--- config.mk ---
export PLATFORM = sky130hd
export DESIGN_NAME = adder_server
export DESIGN_NICKNAME = d
export VERILOG_FILES = /design/src/rtl/adder_server.sv
export SDC_FILE = /design/constraint.sdc
export NUM_CORES = 1
export LEC_CHECK = 0
export ABC_CLOCK_PERIOD_IN_PS = 5500
export CAP_MARGIN = 20
export CORE_ASPECT_RATIO = 0.7
export CORE_UTILIZATION = 40
export CTS_CLUSTER_DIAMETER = 120
export DETAILED_ROUTE_END_ITERATION = 8
export HOLD_SLACK_MARGIN = 0.1
export PLACE_DENSITY_LB_ADDON = 0.08
export SETUP_SLACK_MARGIN = 0.4
export SYNTH_ARGS = -nofsm -noshare
export SYNTH_HDL_FRONTEND = slang
export SYNTH_SLANG_ARGS = --single-unit
--- constraint.sdc ---
create_clock -name i_clk -period 5.5 [get_ports i_clk]
set_input_delay 1.1 -clock i_clk [delete_from_list [all_inputs] [get_ports i_clk]]
set_output_delay 1.1 -clock i_clk [all_outputs]
set_load 0.02 [all_outputs]
--- src/rtl/adder_server.sv ---
// Round-robin multi-channel add/sub server with a stallable result pipeline.
// Optional saturation on signed overflow.
module adder_server #(
    parameter int WIDTH = 32,
    parameter int N_CH  = 4,
    parameter int LAT   = 2,
    parameter int SAT   = 0
) (
    input  logic                      i_clk,
    input  logic                      i_rst_n,
    input  logic [N_CH-1:0]           i_req_valid,
    output logic [N_CH-1:0]           o_req_ready,
    input  logic [N_CH*WIDTH-1:0]     i_req_a,
    input  logic [N_CH*WIDTH-1:0]     i_req_b,
    input  logic [N_CH-1:0]           i_req_sub,
    output logic                      o_rsp_valid,
    input  logic                      i_rsp_ready,
    output logic [WIDTH-1:0]          o_rsp_sum,
    output logic [$clog2(N_CH)-1:0]   o_rsp_ch,
    output logic                      o_rsp_ovf,
    output logic                      o_busy
);

    localparam int CW = $clog2(N_CH);
    localparam logic [WIDTH-1:0] SMAX = {1'b0, {(WIDTH-1){1'b1}}};
    localparam logic [WIDTH-1:0] SMIN = {1'b1, {(WIDTH-1){1'b0}}};

    logic [LAT-1:0]   r_vld;
    logic [WIDTH-1:0] r_sum [LAT];
    logic [CW-1:0]    r_ch  [LAT];
    logic [LAT-1:0]   r_ovf;
    logic [CW-1:0]    r_rr_ptr;

    logic             w_adv;
    logic             w_any;
    logic             w_acc;
    logic [CW-1:0]    w_gnt;
    logic [CW-1:0]    w_idx;
    int               w_k;
    logic [WIDTH-1:0] w_a;
    logic [WIDTH-1:0] w_b;
    logic             w_sub;
    logic [WIDTH:0]   w_ext;
    logic             w_ovf;
    logic [WIDTH-1:0] w_sum;

    assign w_adv = !o_rsp_valid || i_rsp_ready;

    // Scan from the highest offset down so the nearest valid channel wins.
    always_comb begin
        w_any = 1'b0;
        w_gnt = '0;
        w_idx = '0;
        w_k   = 0;
        for (int i = N_CH - 1; i >= 0; i--) begin
            w_k = int'(r_rr_ptr) + i;
            if (w_k >= N_CH) w_k = w_k - N_CH;
            w_idx = CW'(w_k);
            if (i_req_valid[w_idx]) begin
                w_any = 1'b1;
                w_gnt = w_idx;
            end
        end
    end

    assign w_acc = w_adv && w_any && i_rst_n;

    always_comb begin
        o_req_ready = '0;
        if (w_acc) o_req_ready = N_CH'(1) << w_gnt;
    end

    assign w_a   = i_req_a[int'(w_gnt)*WIDTH +: WIDTH];
    assign w_b   = i_req_b[int'(w_gnt)*WIDTH +: WIDTH];
    assign w_sub = i_req_sub[w_gnt];

    always_comb begin
        if (w_sub) w_ext = {w_a[WIDTH-1], w_a} - {w_b[WIDTH-1], w_b};
        else       w_ext = {w_a[WIDTH-1], w_a} + {w_b[WIDTH-1], w_b};
        w_ovf = w_ext[WIDTH] ^ w_ext[WIDTH-1];
        w_sum = w_ext[WIDTH-1:0];
        if (SAT != 0 && w_ovf) w_sum = w_ext[WIDTH] ? SMIN : SMAX;
    end

    always_ff @(posedge i_clk or negedge i_rst_n) begin
        if (!i_rst_n) begin
            r_vld    <= '0;
            r_ovf    <= '0;
            r_rr_ptr <= '0;
            for (int i = 0; i < LAT; i++) begin
                r_sum[i] <= '0;
                r_ch[i]  <= '0;
            end
        end else if (w_adv) begin
            r_vld[0] <= w_acc;
            r_sum[0] <= w_acc ? w_sum : '0;
            r_ch[0]  <= w_acc ? w_gnt : '0;
            r_ovf[0] <= w_acc && w_ovf;
            for (int i = 1; i < LAT; i++) begin
                r_vld[i] <= r_vld[i-1];
                r_sum[i] <= r_sum[i-1];
                r_ch[i]  <= r_ch[i-1];
                r_ovf[i] <= r_ovf[i-1];
            end
            if (w_acc) begin
                if (w_gnt == CW'(N_CH - 1)) r_rr_ptr <= '0;
                else                        r_rr_ptr <= w_gnt + 1'b1;
            end
        end
    end

    assign o_rsp_valid = r_vld[LAT-1];
    assign o_rsp_sum   = r_sum[LAT-1];
    assign o_rsp_ch    = r_ch[LAT-1];
    assign o_rsp_ovf   = r_ovf[LAT-1];
    assign o_busy      = |r_vld;

endmodule

# ---- Word level (Yosys, flattened, before mapping)
# Cells that the tools add are included.
dict set report classes {
  addsub 10
  n_lt_le_gt_ge 9
  eq_ne 1
  shift 3
  muxes 27
  bitwise_logic 1
  n_reduce_logical 7
}
# cell count
set ops {}
lappend ops {{$shiftx 128x8->32} 2}
lappend ops {{$add 32x32->33} 1}
lappend ops {{$mux 33} 1}
lappend ops {{$sub 32x32->33} 1}
lappend ops {{$mux 32} 1}
lappend ops {{$mux 2} 10}
lappend ops {{$lt 2x3->1 const B} 5}
lappend ops {{$bmux 1 s2} 5}
lappend ops {{$ge 3x3->1 const B} 3}
lappend ops {{$mux 1} 9}
lappend ops {{$sub 2x1->2 const B} 4}
lappend ops {{$add 2x2->3 const B} 2}
lappend ops {{$mux 4} 1}
lappend ops {{$shl 1x2->4 const A} 1}
lappend ops {{$add 2x1->3 const B} 1}
lappend ops {{$ge 2x3->1 const B} 1}
lappend ops {{$logic_and 1x1->1} 3}
lappend ops {{$add 2x1->2 const B} 1}
lappend ops {{$eq 2x2->1 const B} 1}
lappend ops {{$reduce_and 2->1} 1}
lappend ops {{$reduce_or 2->1} 1}
lappend ops {{$logic_not 1->1} 1}
lappend ops {{$logic_or 1x1->1} 1}
lappend ops {{$xor 1x1->1} 1}
dict set report word_totals {
  reg_bits 74
  in_bits 267
  wordCells 65
}

# ---- Depth between registers and ports, before layout
dict set report logic_depth {
  ltp_word 14
  ltp_mapped 27
  depth_no_buf 24
}

# ---- Least setup slack after synthesis
# No wires, ideal clock.
dict set report synth_timing {
  path_type {input to register}
  start {input i_req_valid[3]}
  end {register r_ovf[0]}
  setup_ns 0.069
  arrival_time_ns 6.406
  path_slack_ns -0.975
  path_stages 26
  path_buffers 3
  cell_sequence {mux2i_1 o2bb2ai_2 nor2_4 inv_2 buf_6 buf_2 buf_4 mux2i_1 mux2_2 ha_1 o211ai_1 a31o_1 nand3b_1 or2_1 o41a_1 xnor2_1 ha_1 and3_1 and3_1 a22o_1 a21oi_1 o311a_1 o21a_1 or4_1 a211o_1 nand3_1}
}
dict set report synth_via {
  elab_chain_len 11
  elab_cells_between_ends 27
}
# element line_no
set synth_rtl {}
lappend synth_rtl {{start: declaration} 11} ;# input logic [N_CH-1:0] i_req_valid,
lappend synth_rtl {{$bmux 1 s2} 59} ;# if (i_req_valid[w_idx]) begin
lappend synth_rtl {{$mux 1 (not written as such)} 59}
lappend synth_rtl {{$mux 2 (4 in a row)} 59}
lappend synth_rtl {{$shiftx 128x8->32, or another cell as far along} 73} ;# assign w_a = i_req_a[int'(w_gnt)*WIDTH +: WIDTH];
lappend synth_rtl {{$add 32x32->33, or another cell as far along} 79} ;# else w_ext = {w_a[WIDTH-1], w_a} + {w_b[WIDTH-1], w_b};
lappend synth_rtl {{$mux 33} 78} ;# if (w_sub) w_ext = {w_a[WIDTH-1], w_a} - {w_b[WIDTH-1], w_b};
lappend synth_rtl {{$xor 1x1->1} 80} ;# w_ovf = w_ext[WIDTH] ^ w_ext[WIDTH-1];
lappend synth_rtl {{$logic_and 1x1->1 (*)} 98} ;# r_ovf[0] <= w_acc && w_ovf;
lappend synth_rtl {{end signal: assignment} 98}
lappend synth_rtl {{end signal: indexed assignment} 103} ;# r_ovf[i] <= r_ovf[i-1];
lappend synth_rtl {{end: declaration} 31} ;# logic [LAT-1:0] r_ovf;
# Mark *: on every way between the ends. The rest lies on a longest branch, timed or not. The select of a mux whose other input is x is not followed.
# A chain may end at the register's enable or synchronous reset.

# ---- Worst setup path after layout
# Same ends and word-level chain as after synthesis.

==> reports/metrics.yaml <==
wl_per_cell_um: 16.38
root_buffer: "clkbuf_16"
finalMaxSlewViolations: 0
die_y_um: 115.8
coreArea_um2: 18060
gp_congestion: 0.8780
ys_top_cells_by_area: "dfrtp_1, nand2_1, ha_1, mux4_2, mux2i_1"
utilization_pct: 71.12
period_share_pct: 109.4
ys_types: 69
fillers: 1474
clk_latency_ns: 0.33
syn_nets: 1271
final.setup.worst_slack_ns: -0.5173
path_delay_family: "compound AO/OA/AOI/OAI gates"
h-tree-depth: 3
p_leak_nw: 5.931
min_period_ns: 6.017
hold_buffers: 0
peakVddDrop_mv: 0.4006
p_per_area_nw_per_um2: 677.1
remaining_drc_errors: 0
area_delta_synth_final_pct: 73.47
violations: "negative setup slack"
clk_path_buf_depth: 2
tightestPinTransition_ns: 0.7899
hold_viol: 0
status: "complete, but fails checks"
max_slew_margin_pct: 47.23
vias: 8653
endpoint_kind: "flip-flop"
rows: 41
clkSinkCount: 74
pre_cts_slack_ns: -1.216
yosys.area.top_type: "dfrtp_1"
finalSetupTns_ns: -2.088
antennaDiodeCount: 0
cp_data_arrival_time_ns: 6.28
avgSynthCellArea_um2: 7.664
grt_pass1_wl_um: 42320
final_area_um2: 12840
layout-drive-gt1-share_pct: 25.05
die_area_um2: 19070
finalNonFillerCells: 1661
drv_cap: 0
grt_max_degree: 43
path_class: "input port to flip-flop"
crit_slowest_cell: "mux4_2"
ant_nets: 0
holdWs_ns: 0.4621
dp_cells: 1596
crit_required_ns: 5.76
fin_skew_ns: 0.002220
synth-edff-count: 0
io_pins: 308
yosysMostFrequentCell: "nand2_1"
critPathMaxStageDelay_ns: 0.54
fmax_ghz: 0.1662
cp_common_cell: "a21o_1"
hpwl_um: 21280
cp_max_fo: 6
cts_made_buffers: 9
path_buf_inv: 6
antenna_found_initial: 0
synth_top_area_share_pct: 25.01
syn_inst: 966
path_clk_slew_ns: 0.05
finalSetupViolCount: 9
drt_wl_total_um: 27200
rsz0062_at_grt: "yes"
portBuffers: 307
ys_ff_latch: 74
final_nets: 1725
drt-pass1-iter-count: 5
overflow: 0
groute.usage.overall_pct: 28.13
avgViaCountPerCell: 5.210
holdCritPathClass: "flip-flop to flip-flop"
initial_utilization_pct: 41.00
dpl-instance-area_um2: 11760
synth_common_cells: "nand2_1, dfrtp_1, o21ai_0, clkbuf_1"
ys_async_sr_fraction_pct: 100.0
dr.first_iter.drc_count: 491
grt_pass1_vias: 8554
cts_tree: "yes"
ys.flop_type: "dfrtp_1"
ys.warnings.count: 0
startpoint_type: "input port"
die_x_um: 164.6
syn_area_um2: 7403
yosysSeqAreaShare_pct: 25.01
finalPower_mw: 8.695
path summary, 6_finish.rpt:
check	from	slack, ns	end	depth (start not counted)
hold / removal	o_rsp_sum[11]$_DFFE_PN0P_	0.46	o_rsp_sum[11]$_DFFE_PN0P_	2
max in group asynchronous	i_rst_n	3.89	o_rsp_sum[7]$_DFFE_PN0P_	2
min in group asynchronous	i_rst_n	0.75	o_rsp_sum[11]$_DFFE_PN0P_	1
setup reg to reg	r_rr_ptr[1]$_DFFE_PN0P_	-0.33	r_ovf[0]$_DFFE_PN0P_	27
setup / recovery	i_req_valid[3]	-0.52	r_ovf[0]$_DFFE_PN0P_	26
hold reg to reg	o_rsp_sum[11]$_DFFE_PN0P_	0.46	o_rsp_sum[11]$_DFFE_PN0P_	2
worst min-delay path, delay by kind of cell (launching register included):
family | cells | cell delay, ns
flip-flops | 1 | 0.34
AND/OR/NAND/NOR | 2 | 0.09
layer usage:
layer	global-route usage (%)	vias to the layer above	share of wire, %
met5	0	-	0
met4	6.789	0	1.9
met3	4.259	47	5.5
met2	50.31	265	49
met1	35.58	4079	43
li1	-	4262	-
cell usage in the layout, fill, tap and decap left out, types with 9 or more instances in the layout:
cell / n
nand2_1: 297
xor2_1: 28
a21oi_2: 14
mux2_2: 10
o21ai_0: 28
buf_6: 24
a21o_1: 19
dfrtp_1: 74
xnor2_1: 22
nand3_1: 29
and3_1: 33
inv_1: 9
a21oi_1: 20
ha_1: 33
buf_4: 191
o21ai_1: 21
clkbuf_16: 9
clkdlybuf4s50_1: 302
nor2_1: 19
a31oi_1: 30
mux4_2: 15
mux2i_1: 29
state kept, by name (all words and copies together) (netlist names):
signal,cells
r_ch,2
r_ovf,2
r_sum,32
o_rsp_ch,2
r_rr_ptr,2
o_rsp_sum,32
r_vld,2
layout make-up:
class	instances	area, um2	share of cell area (%)
Multi-Input combinational cell	796	5484	42.70
Clock buffer	14	274.0	2.134
Timing Repair Buffer	527	4877	37.98
Tap cell	236	295.3	2.299
Sequential cell	74	1852	14.42
Inverter	12	50.05	0.3897
Clock inverter	2	10.01	0.07794
logic make-up after synthesis:
| logic type | count (synthesis) | share of synthesized area, % |
|---|---|---|
| xor+xnor | 55 | 6.507 |
| compound gates | 195 | 16.87 |
| fa+ha+maj | 38 | 6.524 |
| buf+inv | 96 | 7.014 |
| mux | 60 | 10.88 |
| simple gates | 448 | 27.19 |
| flops | 74 | 25.01 |
timing repair:
item / in CTS / in global routing
gates cloned: 1 / 0
buffers inserted: 25 / 23
pin swaps: 63 / 73
resized for setup: 69 / 62
endpoints found under the setup margin: 22 / 21
power breakdown:
group          total (mW)  internal [mW]  switching, mW
Combinational        7.28           3.87           3.41
Sequential          0.873          0.752          0.121
Clock               0.546          0.341          0.205
Total                8.69           4.96           3.74
No activity file was read; power rests on OpenSTA's default activity.
